$ cat src/rtl/alu_iterative.sv
// alu_iterative -- multi-cycle ALU with valid/ready handshakes.
//
// Single-step ops (add, sub, and, or, slt, xor, and shifts by 0) finish one
// cycle after acceptance. sll/srl with a nonzero amount iterate, moving at
// most SHIFT_STEP bit positions per cycle, so only a SHIFT_STEP-way shift mux
// is needed instead of a full barrel shifter.
//
// Ports:
//   clk, rst_n            rising-edge clock, asynchronous active-low reset
//   in_valid / in_ready   request handshake (accepted only in IDLE)
//   alu_control           000 add, 001 sub, 010 and, 011 or,
//                         100 sll, 101 slt, 110 srl, 111 xor
//   src_a, src_b          operands; shift amount is src_b[log2(WIDTH)-1:0]
//   out_valid / out_ready result handshake (held in DONE until accepted)
//   result, zero          registered result and (result == 0)
//   busy                  high whenever the FSM is not IDLE
module alu_iterative #(
  parameter int WIDTH      = 32,
  parameter int SHIFT_STEP = 1
) (
  input  logic             clk,
  input  logic             rst_n,
  input  logic             in_valid,
  output logic             in_ready,
  input  logic [2:0]       alu_control,
  input  logic [WIDTH-1:0] src_a,
  input  logic [WIDTH-1:0] src_b,
  output logic             out_valid,
  input  logic             out_ready,
  output logic [WIDTH-1:0] result,
  output logic             zero,
  output logic             busy
);

  localparam int SW = $clog2(WIDTH);
  localparam logic [SW-1:0] STEP = SW'(SHIFT_STEP);

  typedef enum logic [1:0] {IDLE, SHIFT, DONE} state_e;

  state_e           state_q, state_d;
  logic             dir_q, dir_d;        // 1 = logical right, 0 = left
  logic [WIDTH-1:0] work_q, work_d;
  logic [SW-1:0]    rem_q, rem_d;
  logic [WIDTH-1:0] result_q, result_d;
  logic             zero_q, zero_d;

  logic [SW-1:0]    amt;
  logic             is_shift;
  logic [WIDTH-1:0] alu_res;
  logic [SW-1:0]    k;
  logic [WIDTH-1:0] shifted;

  assign amt      = src_b[SW-1:0];
  assign is_shift = (alu_control == 3'b100) || (alu_control == 3'b110);

  // Single-cycle datapath. Shift codes only reach here with amount 0,
  // where the result is simply operand A.
  always_comb begin
    alu_res = '0;
    case (alu_control)
      3'b000:  alu_res = src_a + src_b;
      3'b001:  alu_res = src_a - src_b;
      3'b010:  alu_res = src_a & src_b;
      3'b011:  alu_res = src_a | src_b;
      3'b101:  alu_res = {{(WIDTH-1){1'b0}}, $signed(src_a) < $signed(src_b)};
      3'b111:  alu_res = src_a ^ src_b;
      default: alu_res = src_a;
    endcase
  end

  // One shift step of k = min(SHIFT_STEP, remaining) positions, built as a
  // mux over the constant shifts 1..SHIFT_STEP.
  always_comb begin
    k       = (rem_q < STEP) ? rem_q : STEP;
    shifted = work_q;
    for (int i = 1; i <= SHIFT_STEP; i++) begin
      if (k == SW'(i)) shifted = dir_q ? (work_q >> i) : (work_q << i);
    end
  end

  always_comb begin
    state_d  = state_q;
    dir_d    = dir_q;
    work_d   = work_q;
    rem_d    = rem_q;
    result_d = result_q;
    zero_d   = zero_q;
    case (state_q)
      IDLE: begin
        if (in_valid) begin
          if (is_shift && (amt != '0)) begin
            work_d  = src_a;
            rem_d   = amt;
            dir_d   = alu_control[1];
            state_d = SHIFT;
          end else begin
            result_d = alu_res;
            zero_d   = (alu_res == '0);
            state_d  = DONE;
          end
        end
      end
      SHIFT: begin
        work_d = shifted;
        rem_d  = rem_q - k;
        if (rem_q == k) begin
          result_d = shifted;
          zero_d   = (shifted == '0);
          state_d  = DONE;
        end
      end
      DONE: begin
        // Returning to IDLE here means a new request can only be taken on
        // the following edge.
        if (out_ready) state_d = IDLE;
      end
      default: state_d = IDLE;
    endcase
  end

  always_ff @(posedge clk or negedge rst_n) begin
    if (!rst_n) begin
      state_q  <= IDLE;
      dir_q    <= 1'b0;
      work_q   <= '0;
      rem_q    <= '0;
      result_q <= '0;
      zero_q   <= 1'b0;
    end else begin
      state_q  <= state_d;
      dir_q    <= dir_d;
      work_q   <= work_d;
      rem_q    <= rem_d;
      result_q <= result_d;
      zero_q   <= zero_d;
    end
  end

  assign in_ready  = (state_q == IDLE);
  assign out_valid = (state_q == DONE);
  assign busy      = (state_q != IDLE);
  assign result    = result_q;
  assign zero      = zero_q;

endmodule

$ cat config.mk
export PLATFORM = sky130hd
export DESIGN_NAME = alu_iterative
export DESIGN_NICKNAME = d
export VERILOG_FILES = /design/src/rtl/alu_iterative.sv
export SDC_FILE = /design/constraint.sdc
export NUM_CORES = 1
export LEC_CHECK = 0
export ABC_AREA = 1
export BUFFER_PORTS_ARGS = -buffer_cell sky130_fd_sc_hd__buf_2
export CAP_MARGIN = 20
export CORE_MARGIN = 2
export CORE_UTILIZATION = 60
export CTS_BUF_LIST = sky130_fd_sc_hd__clkbuf_16
export DETAILED_ROUTE_END_ITERATION = 10
export GPL_TIMING_DRIVEN = 0
export PLACE_DENSITY = 0.87
export SYNTH_ARGS = -nofsm -noshare
export SYNTH_HDL_FRONTEND = slang
export SYNTH_SLANG_ARGS = --single-unit
$ cat constraint.sdc
create_clock -name clk -period 5.1 [get_ports clk]
set_input_delay 1.02 -clock clk [delete_from_list [all_inputs] [get_ports clk]]
set_output_delay 1.02 -clock clk [all_outputs]
set_load 0.02 [all_outputs]
* After elaboration in Yosys (flattened, before gate mapping)
Index checks and enable logic that the tools add are counted.
** Storage, ports and cells
- Bits of input ports :: 71
- Flip-flop bits (word level) :: 73
- Memories kept :: 0
- Logic and storage cells :: 66
- RAM bits :: 0
- Memory bits (read-only) :: 0
- Bits in latches :: 0
- Output and inout port bits :: 36
** Cells by class
- Shifts and indexed selects :: 0
- Mux-type cells :: 23
- Reduce and logical (&&, ||, !) cells :: 13
- $mul :: 0
- Divide/modulo/power cells :: 0
- $lt $le $gt $ge :: 2
- Equality and inequality tests :: 16
- Bitwise logic cells :: 3
- Add/subtract/negate cells :: 3
** Operators with widths (count)
- 32-bit 2-to-1 mux :: 7
- 32-bit one-hot mux with 6 select lines :: 1
- 32-bit one-hot mux with 2 select lines :: 2
- 32-bit logical NOT :: 2
- 32-bit adder :: 1
- 32-bit bitwise AND :: 1
- 32-bit < comparator :: 1
- 32-bit OR :: 1
- 32-bit subtractor :: 1
- 32-bit XOR :: 1
- 5-bit 2-to-1 mux :: 3
- 3-bit equality test, second input constant :: 4
- 5-bit one-hot mux with 2 select lines :: 1
- 3-bit AND reduction :: 3
- 2-bit 2-to-1 mux :: 4
- 3-bit by 2-bit equality test with 1-bit output, second input constant :: 2
- 2-bit != test, second input constant :: 3
- 2-bit one-hot mux with 3 select lines :: 1
- 5-bit by 1-bit equality test with 1-bit output, second input constant :: 1
- 5-bit equality test :: 1
- 5-bit by 1-bit < comparator with 1-bit output, second input constant :: 1
- 5-bit nonzero test :: 1
- 5-bit subtractor :: 1
- 2-bit by 1-bit != test with 1-bit output, second input constant :: 2
- other kinds (11) :: 14

* Longest topological paths before layout
- Word-level depth :: 7
- Mapped depth :: 24
- Mapped depth without buffers :: 23

* Least setup slack after synthesis
No wires, ideal clock.
- Path type :: input to register
- From :: input port src_a[0]
- To :: register zero_q, in the netlist zero
- Stages :: 21
- Arrival :: 2884 ps
- Path buffers :: 0
- Setup slack :: 2145 ps
- Required time :: 5029 ps
- Cell sequence :: inv_1 -> ha_1 -> inv_1 -> fa_1 -> nand2_1 -> nand2_1 -> nand3_1 -> nand2_1 -> nand2_1 -> nand3_1 -> nand2_1 -> nand3_1 -> nand3_1 -> nand3_1 -> nor2_1 -> nand2_1 -> nor2_1 -> nand3_1 -> nor2_1 -> nor2_1 -> nor2_1
** Between the ends
- Word-level cells in the longest chain between the ends :: 6
** RTL lines
- from (decl) :: line 26 : input logic [WIDTH-1:0] src_a,
- 32-bit subtractor (tied with other cells) :: line 62 : 3'b001: alu_res = src_a - src_b;
- 32-bit one-hot mux with 6 select lines * :: line 60 : case (alu_control)
- 32-bit logical NOT * :: line 98 : zero_d = (alu_res == '0);
- 1-bit 2-to-1 mux * :: line 91 : if (is_shift && (amt != '0)) begin
- 1-bit 2-to-1 mux * :: line 90 : if (in_valid) begin
- 1-bit one-hot mux with 2 select lines * :: line 88 : case (state_q)
- to (signal assigned) :: line 135 : zero_q <= zero_d;
- to (decl) :: line 45 : logic zero_q, zero_d;
Mark *: on every way between the ends. The rest lies on a longest branch, timed or not. The select of a mux whose other input is x is not followed.
A chain may end at the register's enable or synchronous reset.

* Worst setup path in the final report
Ends and elaborated chain as after synthesis.

==> metrics.yaml <==
critical_path:
  cpMaxStageDelayCell: "fa_1"
  end_kind: "flop"
  path_max_fanout: 4
  crit_family: "simple AND/OR/NAND/NOR gates"
  crit_type: "in2reg"
  ff2ff_path_depth: 12
  path_buf_inv: 3
  crit_start: "src_a[0]"
  cp.required_ps: 5370
  cp_slowest_stage_delay_ps: 390
  worst_ep_arrival_time_ps: 4000
  path_cells: "buf_2, inv_1, ha_1, inv_1, fa_1, nand2_1, nand2_1, nand4_1, nand2_1, nand2_1, nand2_1, nand2_1, nand3_1, nand3_1, nand3_1, nor2_1, nand2_1, nor2_1, nand3_1, nor2_1, nor2_1, nor2_1"
  rrSetupSlack_ps: 2200
  r2r_end: "zero$_DFFE_PN0P_"
  crit_path_frequent_cell: "nand2_1"
  startpoint_type: "input pin"
  r2r-start: "rem_q[4]$_DFFE_PN0P_"
power_and_ir_drop:
  switching_share: 0.515
  internal_power_mw: 2.13
  pwr-share-seq: 0.244
  p_sw_mw: 2.26
  p_total_mw: 4.39
  p_per_area_nw_per_um2: 372
  peakVddDrop_mv: 0.377
  clock_power_share: 0.166
  p_leak_nw: 6.55
  power.share.combinational: 0.589
routing:
  wl_mm: 42.5
  vias: 13300
  first_pass_iters: 7
  wl_per_cell_um: 19.1
  via_per_inst: 6.00
  ant_nets: 0
  drt_iter0_markers: 1691
  drc_errors: 0
synth:
  synth-seq-area-share: 0.171
  netlist_instances: 1873
  syn_nets: 2050
  synth_cell_types: 41
  netlist_area_um2: 10700
  ys_ff_latch: 73
  avgSynthCellArea_um2: 5.69
  ys_warn_count: 0
layout:
  drive_above_1_share: 0.0963
  fin_util: 0.681
  layout.nets: 2167
  fillers: 1692
  syn2layout_area_growth_pct: 11.0
  fin_cells: 2219
  diodes: 0
clock_tree:
  cts_num_sinks: 73
  cts_tree: "done"
  hold_buffers: 0
  cts_resized: 0
  cts-root-buf: "clkbuf_16"
  cts_buffer_depth: 2
  cts.htree.levels: 3
  cts_made_buffers: 9
  postCtsSetupRepairBufs: 0
  insertion_delay_ps: 340
  path_clk_slew_ps: 60
sta:
  post-route-period-util: 0.730
  skew_ps: 5.88
  timing.setup.tns_ps: 0
  finalHoldViolations: 0
  relSlewSlack: 0.438
  max_freq_ghz: 0.268
  setup-violations-final: 0
  period_minus_slack_ps: 3720
  hold_ws_ps: 479
  worst_pin_slew_ps: 843
  drv_slew: 0
  rsz0062_at_grt: "false"
status:
  outcome: "completed"
worst_hold_path:
  min-delay-start: "result[11]$_DFFE_PN0P_"
  hold_path_class: "reg2reg"
  holdPathStages: 2
  min_to: "result[11]$_DFFE_PN0P_"
floorplan:
  die_h_um: 137
  ioPinCount: 107
  die_area_um2: 18800
  start_util: 0.614
  core_um2: 17400
  die-width_um: 137
  rows: 48
flow_run:
  maxCapViolations: 0
place:
  place_hpwl_mm: 34.3
  portBuffers: 105
  globalplace.congestion: 1.04
  dp.cells: 2204
global_route:
  grt_max_degree: 60
  grt_antenna_before_repair: 1
  grt_pass1_vias: 12300
  gr-usage-all-layers: 0.453
  grt_first_pass_wirelength_mm: 64.6
  grt_overflow: 0
-- power groups by stage --
stage	logic [mW]	clock network (mW)	registers, mW
2_1_floorplan	1.54	0	1.19
3_3_place_gp	2.41	0	1.06
3_5_place_dp	2.47	0	1.07
4_1_cts	2.50	0.725	1.06
5_1_grt	2.82	0.755	1.10
6_report	2.59	0.731	1.07
-- registers in the layout (all words and copies together), names as in the netlist --
register,flops
dir_q,1
work_q,32
state_q,2
zero,1
result,32
rem_q,5
-- per-layer routing --
| layer | global-route usage | share of wire |
|---|---|---|
| met3 | 0.0986 | 0.12 |
| met2 | 0.697 | 0.42 |
| met5 | 0 | 0 |
| met4 | 0.310 | 0.080 |
| met1 | 0.565 | 0.38 |
-- area by class of cell --
type	count	area [um2]	share of cell area
Buffer	80	393	0.0332
Clock buffer	9	225	0.0190
Clock inverter	6	108	0.00910
Inverter	303	1140	0.0962
Multi-Input combinational cell	1417	7300	0.617
Sequential cell	73	1830	0.154
Tap cell	225	282	0.0238
Timing Repair Buffer	106	556	0.0470
-- cell usage after synthesis, drive strengths merged --
| cell | instances | area share |
|---|---|---|
| dfrtp | 73 | 0.17 |
| o211ai | 13 | 0.0092 |
| o31ai | 1 | 0.00070 |
| o21ai | 96 | 0.045 |
| inv | 302 | 0.11 |
| a21oi | 98 | 0.046 |
| o21a | 2 | 0.0014 |
| nand2 | 556 | 0.20 |
| buf | 56 | 0.028 |
| a21o | 1 | 0.00070 |
| nand3 | 185 | 0.088 |
| a31oi | 29 | 0.017 |
| o22ai | 16 | 0.0094 |
| nand4 | 25 | 0.015 |
| a211oi | 4 | 0.0033 |
| xor2 | 2 | 0.0016 |
| clkbuf | 24 | 0.0085 |
| nor3 | 14 | 0.0066 |
| or2 | 5 | 0.0029 |
| clkinv | 1 | 0.00035 |
| nor4 | 9 | 0.0053 |
| o21bai | 11 | 0.0078 |
| a22oi | 22 | 0.016 |
| fa | 2 | 0.0038 |
| nor2 | 205 | 0.073 |
| o22a | 1 | 0.00082 |
| ha | 104 | 0.12 |
| a221oi | 12 | 0.0099 |
| o2bb2ai | 1 | 0.00082 |
| and2 | 3 | 0.0018 |
-- tightest hold or removal path: stages (launching register included) --
cell and delay (ps):
dfrtp_1 340, nand2_1 50, nand2_1 50
-- cell families (layout without fill, tap and decap cells) --
family,count (synthesis),after routing,synth area share
compound gates,307,307,0.168
flops,73,73,0.171
fa+ha+maj,106,106,0.126
xor+xnor,2,2,0.00164
buf+inv,383,504,0.144
simple gates,1002,1002,0.390
-- placed cells by master (no fill, tap or decap), types with 2 or more instances in the layout --
cell | Yosys | routed
a211oi_1 | 3 | 3
a21oi_1 | 98 | 98
a221oi_1 | 12 | 12
a22oi_1 | 22 | 22
a31oi_1 | 29 | 29
and2_1 | 3 | 3
buf_1 | 6 | 6
buf_2 | 44 | 148
buf_4 | 2 | 3
buf_6 | 4 | 4
bufinv_16 | 0 | 3
clkbuf_1 | 24 | 24
clkbuf_16 | 0 | 9
clkinv_1 | 1 | 2
dfrtp_1 | 73 | 73
fa_1 | 2 | 2
ha_1 | 104 | 104
inv_1 | 294 | 294
inv_2 | 8 | 8
nand2_1 | 555 | 555
nand3_1 | 182 | 182
nand3_2 | 3 | 3
nand4_1 | 25 | 25
nor2_1 | 202 | 202
nor2_2 | 2 | 2
nor3_1 | 14 | 14
nor4_1 | 9 | 9
o211ai_1 | 13 | 13
o21a_1 | 2 | 2
o21ai_0 | 89 | 89
o21ai_1 | 6 | 6
o21bai_1 | 11 | 11
o22ai_1 | 16 | 16
or2_2 | 5 | 5
xor2_1 | 2 | 2
-- worst max path at each step --
| stage | end | slack, ps | cells past startpoint |
|---|---|---|---|
| after floorplan | zero$_DFFE_PN0P_ | 2140 | 21 |
| after global routing | zero$_DFFE_PN0P_ | 1180 | 22 |
| after CTS | zero$_DFFE_PN0P_ | 1520 | 22 |
| final | zero$_DFFE_PN0P_ | 1380 | 22 |
| after global placement | zero$_DFFE_PN0P_ | 1210 | 22 |
| after detailed placement | zero$_DFFE_PN0P_ | 1160 | 22 |
-- metrics by stage --
stage	cell area (um2)	worst slack, ps
finish	11800	1380
global route	11800	1180
CTS	11800	1520
detailed placement	11500	1160
global placement	11500	1210
floorplan	10700	2140
No activity file was read; power rests on OpenSTA's default activity.
